**config.mk**
```make
export PLATFORM = sky130hd
export DESIGN_NAME = shift_sequencer
export DESIGN_NICKNAME = d
export VERILOG_FILES = /design/src/rtl/shift_sequencer.sv
export SDC_FILE = /design/constraint.sdc
export NUM_CORES = 1
export LEC_CHECK = 0
export CAP_MARGIN = 20
export CORE_MARGIN = 4
export CORE_UTILIZATION = 40
export DETAILED_ROUTE_END_ITERATION = 6
export PLACE_DENSITY_LB_ADDON = 0.08
export SLEW_MARGIN = 20
export SYNTH_ARGS = -nofsm -noshare
export SYNTH_HDL_FRONTEND = slang
export SYNTH_SLANG_ARGS = --single-unit
```
**constraint.sdc**
```tcl
create_clock -name clk -period 2.62 [get_ports clk]
set_clock_uncertainty 0.1 [all_clocks]
set_input_delay 0.524 -clock clk [delete_from_list [all_inputs] [get_ports clk]]
set_output_delay 0.524 -clock clk [all_outputs]
set_load 0.01 [all_outputs]
```
**src/rtl/shift_sequencer.sv**
```systemverilog
// Iterative 8-bit shift/rotate sequencer: SLL, SRL, SRA, ROR, at most STEP bits per clock.
// Optional CARRY_OUT port (last bit shifted out) is built when SHIFT_SEQ_CARRY_EN is defined.
module shift_sequencer #(
    parameter int STEP = 2
) (
    input  logic       clk,
    input  logic       reset,
    input  logic       req_valid,
    output logic       req_ready,
    input  logic [1:0] req_op,
    input  logic [7:0] req_data,
    input  logic [7:0] req_amt,
    input  logic       abort,
    output logic       res_valid,
    input  logic       res_ready,
    output logic [7:0] res_data,
    output logic       res_zero,
    output logic       busy
`ifdef SHIFT_SEQ_CARRY_EN
    ,
    output logic       carry_out
`endif
);

    typedef enum logic [1:0] {IDLE, RUN, DONE} state_t;

    localparam logic [1:0] OP_SLL = 2'b00;
    localparam logic [1:0] OP_SRL = 2'b01;
    localparam logic [1:0] OP_SRA = 2'b10;
    localparam logic [1:0] OP_ROR = 2'b11;
    localparam logic [3:0] STEP_W = 4'(STEP);

    state_t      state_reg, state_next;
    logic [1:0]  op_reg, op_next;
    logic [7:0]  work_reg, work_next;
    logic [3:0]  remain_reg, remain_next;
    logic [7:0]  result_reg, result_next;

    logic [3:0]  eff_n;
    logic [3:0]  k;
    logic [15:0] rot_wide;
    logic [7:0]  shifted;
    logic        accept_zero;
    logic        finish;

    // Amounts past the operand width are clamped so the counter fits in 4 bits.
    always_comb begin
        eff_n = 4'd0;
        case (req_op)
            OP_SLL, OP_SRL: eff_n = (req_amt >= 8'd9) ? 4'd9 : req_amt[3:0];
            OP_SRA:         eff_n = (req_amt >= 8'd8) ? 4'd8 : req_amt[3:0];
            default:        eff_n = {1'b0, req_amt[2:0]};
        endcase
    end

    always_comb begin
        k        = (remain_reg > STEP_W) ? STEP_W : remain_reg;
        rot_wide = {work_reg, work_reg} >> k;
        shifted  = work_reg;
        case (op_reg)
            OP_SLL:  shifted = work_reg << k;
            OP_SRL:  shifted = work_reg >> k;
            OP_SRA:  shifted = $signed(work_reg) >>> k;
            default: shifted = rot_wide[7:0];
        endcase
    end

    assign accept_zero = (state_reg == IDLE) && req_valid && (eff_n == 4'd0);
    assign finish      = (state_reg == RUN) && !abort && (remain_reg == k);

    always_comb begin
        state_next  = state_reg;
        op_next     = op_reg;
        work_next   = work_reg;
        remain_next = remain_reg;
        result_next = result_reg;
        case (state_reg)
            IDLE: begin
                if (req_valid) begin
                    op_next     = req_op;
                    work_next   = req_data;
                    remain_next = eff_n;
                    if (eff_n == 4'd0) begin
                        state_next  = DONE;
                        result_next = req_data;
                    end else begin
                        state_next = RUN;
                    end
                end
            end
            RUN: begin
                if (abort) begin
                    state_next = IDLE;
                end else begin
                    work_next   = shifted;
                    remain_next = remain_reg - k;
                    if (remain_reg == k) begin
                        state_next  = DONE;
                        result_next = shifted;
                    end
                end
            end
            DONE: begin
                if (abort || res_ready) begin
                    state_next = IDLE;
                end
            end
            default: state_next = IDLE;
        endcase
    end

    always_ff @(posedge clk) begin
        if (!reset) begin
            state_reg  <= IDLE;
            op_reg     <= OP_SLL;
            work_reg   <= 8'h00;
            remain_reg <= 4'd0;
            result_reg <= 8'h00;
        end else begin
            state_reg  <= state_next;
            op_reg     <= op_next;
            work_reg   <= work_next;
            remain_reg <= remain_next;
            result_reg <= result_next;
        end
    end

`ifdef SHIFT_SEQ_CARRY_EN
    logic [7:0] out_left;
    logic [7:0] out_right;
    logic       carry_reg, carry_next;

    // The last bit leaving this step sits at 8-k (left) or k-1 (right) before the shift.
    always_comb begin
        out_left   = work_reg >> (4'd8 - k);
        out_right  = work_reg >> (k - 4'd1);
        carry_next = carry_reg;
        if (accept_zero) begin
            carry_next = 1'b0;
        end else if (finish) begin
            if (op_reg == OP_ROR) begin
                carry_next = shifted[7];
            end else if (op_reg == OP_SLL) begin
                carry_next = out_left[0];
            end else begin
                carry_next = out_right[0];
            end
        end
    end

    always_ff @(posedge clk) begin
        if (!reset) begin
            carry_reg <= 1'b0;
        end else begin
            carry_reg <= carry_next;
        end
    end

    assign carry_out = carry_reg;
`endif

    assign req_ready = (state_reg == IDLE);
    assign res_valid = (state_reg == DONE);
    assign busy      = (state_reg != IDLE);
    assign res_data  = result_reg;
    assign res_zero  = (result_reg == 8'h00);

endmodule

```
==> flow_metrics.tcl <==
set metrics [dict create \
    io_pins 35 \
    setup-tns-final_ps 0 \
    cts_tree "yes" \
    fp.dieArea_um2 5281 \
    num-fill-cells 393 \
    antenna_found_initial 0 \
    setup-violations-final 0 \
    synthFlopType "dfxtp_1" \
    h-tree-depth 1 \
    clock_latency_ps 270 \
    critPathMaxStageDelay_ps 540 \
    post-route-period-util_pct 91.81 \
    clock-sinks 24 \
    holdBufCountCts 0 \
    routed-via-count 1672 \
    maxSlewViolCount 0 \
    crit_family "simple AND/OR/NAND/NOR gates" \
    synth_seq_area_share_pct 28.72 \
    finalHoldViolations 0 \
    avgViaCountPerCell 5.785 \
    wl_met2_mm 2.091 \
    irDropWorstVdd_mv 0.2780 \
    clk_path_buf_depth 2 \
    std_cell_rows 23 \
    ys_warn_count 0 \
    finalNetCount 264 \
    worstSetupPathType "flop to output pin" \
    power_frac_clock_pct 30.4 \
    crit_chain "or4_1 > nor2_1 > clkdlybuf4s50_1" \
    p_seq_share_pct 40.8 \
    postCtsSetupBuffers 0 \
    drc_errors 0 \
    status "complete, no violations" \
    port_buffers 34 \
    period_needed_ps 2405 \
    max_cap_viol_count 0 \
    core_area_um2 4029 \
    p_total_mw 1.090 \
    syn_inst 211 \
    critPathMaxFanout 3 \
    grt_pass1_wl_mm 7.548 \
    clk_pin_slew_worst_paths_ps 90 \
    layout-area-overhead-vs-synth_pct 24.98 \
    cts_resized 0 \
    fmax_ghz 0.4157 \
    drtIter0Drc 149 \
    start_kind "flop" \
    die_h_um 72.67 \
    avgSynthCellArea_um2 7.928 \
    grt_pass1_vias 1532 \
    power.switching_mw 0.3398 \
    intPower_mw 0.7505 \
    synth_edf_count 0 \
    routedWlPerCell_um 16.02 \
    drt_wl_total_mm 4.631 \
    antenna_left 0 \
    dr.pass1.iters 5 \
    drt-met1-wl_mm 2.251 \
    endpoint_kind "output pin" \
    overflow 0 \
    drive_above_1_share_pct 10.04 \
    switching_share_pct 31.16 \
    highest-signal-layer "met4" \
    wl_met3_um 253 \
    synth_nets 235 \
    power_density_nw_per_um2 521.5 \
    grt_max_degree 31 \
    slowest_stage "clkdlybuf4s50_1" \
    synth_seq_cells 24 \
    hold_class "flop to flop" \
    gp_congestion 0.8710 \
    leakage_nw 0.7334 \
    max-slew-margin-rel_pct 47.86 \
    crit_buf_inv 1 \
    diodes 0 \
    worst_pin_slew_ps 781.0 \
    cts_buffers 3 \
    combPwrFrac_pct 28.8 \
    cts_root_buf "clkbuf_8" \
    synth_area_um2 1673 \
    die_w_um 72.67 \
    cp.arrival_ps 1780 \
    dp_hpwl_mm 3.339 \
    rsz0062_at_grt "no" \
    required_ps 2000 \
    grtUsageTotal_pct 17.84 \
    start_util_pct 41.52 \
    synthArstFlopShare_pct 0 \
    yosysUniqueCellTypes 56 \
]
[routing by layer]
metal / up-vias / track usage, %
met3: 6 / 2.893
met2: 64 / 26.05
met4: 0 / 2.664
met1: 765 / 27.80
met5: - / 0
li1: 837 / -
[worst paths after layout]
kind / startpoint / endpoint / slack, ps / depth (start not counted)
setup reg to reg: state_reg[0]$_SDFFE_PN0P_ / res_data[1]$_SDFFE_PN0P_ / 560 / 6
hold reg to reg: res_data[3]$_SDFFE_PN0P_ / res_data[3]$_SDFFE_PN0P_ / 370 / 2
hold / removal: res_data[3]$_SDFFE_PN0P_ / res_data[3]$_SDFFE_PN0P_ / 370 / 2
setup / recovery: res_data[7]$_SDFFE_PN0P_ / res_zero / 210 / 3
[worst register-to-register path, stage by stage, from the launching register on]
cell and delay [ps]:
dfxtp_1 490, nor2b_1 510, buf_4 300, nor2_1 60, a31oi_1 320, nand3_1 120, o21ai_1 100
[power by group through the flow]
| stage | Sequential (mW) | Clock (mW) | Combinational (mW) |
|---|---|---|---|
| final | 0.445 | 0.332 | 0.314 |
| after global routing | 0.450 | 0.352 | 0.346 |
| after CTS | 0.443 | 0.338 | 0.313 |
| after detailed placement | 0.451 | 0 | 0.311 |
| after global placement | 0.451 | 0 | 0.307 |
| after floorplan | 0.427 | 0 | 0.223 |
[cell type report]
cell class	instances	area [um^2]	area share [%]
Inverter	5	18.77	0.8977
Clock buffer	3	41.29	1.975
Clock inverter	1	30.03	1.436
Timing Repair Buffer	39	377.9	18.07
Tap cell	50	62.56	2.992
Multi-Input combinational cell	167	1080	51.65
Sequential cell	24	480.5	22.98
[cell usage after synthesis, types with 2 or more instances]
master | number | area (um^2)
nand2_1 | 27 | 101.4
dfxtp_1 | 24 | 480.5
o21ai_0 | 14 | 70.07
nor2_1 | 13 | 48.80
o21ai_1 | 12 | 60.06
a21oi_1 | 9 | 45.04
nand3_1 | 7 | 35.03
o21a_1 | 7 | 52.55
a31oi_1 | 6 | 37.54
buf_2 | 6 | 30.03
clkbuf_1 | 5 | 18.77
inv_1 | 5 | 18.77
nor2b_1 | 5 | 31.28
buf_6 | 4 | 45.04
mux2i_1 | 4 | 40.04
nor3_1 | 4 | 20.02
nor3b_1 | 4 | 30.03
a21boi_1 | 3 | 22.52
o211ai_1 | 3 | 22.52
a211o_1 | 2 | 17.52
a211oi_2 | 2 | 25.02
a21boi_0 | 2 | 15.01
a221oi_1 | 2 | 17.52
a2bb2oi_1 | 2 | 17.52
and2_1 | 2 | 12.51
nand2b_1 | 2 | 12.51
nor3_2 | 2 | 20.02
nor4_1 | 2 | 12.51
o311ai_1 | 2 | 17.52
or2_2 | 2 | 12.51
or4_1 | 2 | 15.01
[through the flow]
step / cells / utilization (%) / area, um^2 / hold slack [ps] / setup WS (ps)
after floorplan: 211 / - / 1673 / 346.4 / 840.9
after CTS: 289 / 51.89 / 2091 / 375.7 / 202.0
after global placement: 285 / 50.12 / 2019 / 353.0 / 241.5
after detailed placement: 285 / 50.12 / 2019 / 352.0 / 160.0
final: 289 / 51.89 / 2091 / 373.8 / 214.6
after global routing: 289 / 51.89 / 2091 / 387.6 / 129.2
[kinds of logic (layout without fill, tap and decap cells)]
logic type,after synthesis,after routing,synth area share (%)
buffers and inverters,20,48,6.732
AOI/OAI and AO/OA,80,80,34.03
DFF,24,24,28.72
adders and majority gates,1,1,0.7478
other,1,1,0.2242
muxes,4,4,2.394
and+or+nand+nor,81,81,27.15
[cells in the final DEF, fill, tap and decap left out, drive strengths merged, types with 3 or more instances in the layout]
cell	count
o21a	7
nor2	13
nor4	3
nand3	7
nand2	27
dfxtp	24
mux2i	4
o21ai	27
nor2b	5
a221oi	3
inv	5
a21oi	9
nor3	7
clkdlybuf4s50	34
buf	5
o311ai	3
a211oi	4
nor3b	5
a21boi	5
a31oi	6
o211ai	3
clkbuf	3
Power figures use the tool's default switching activity.
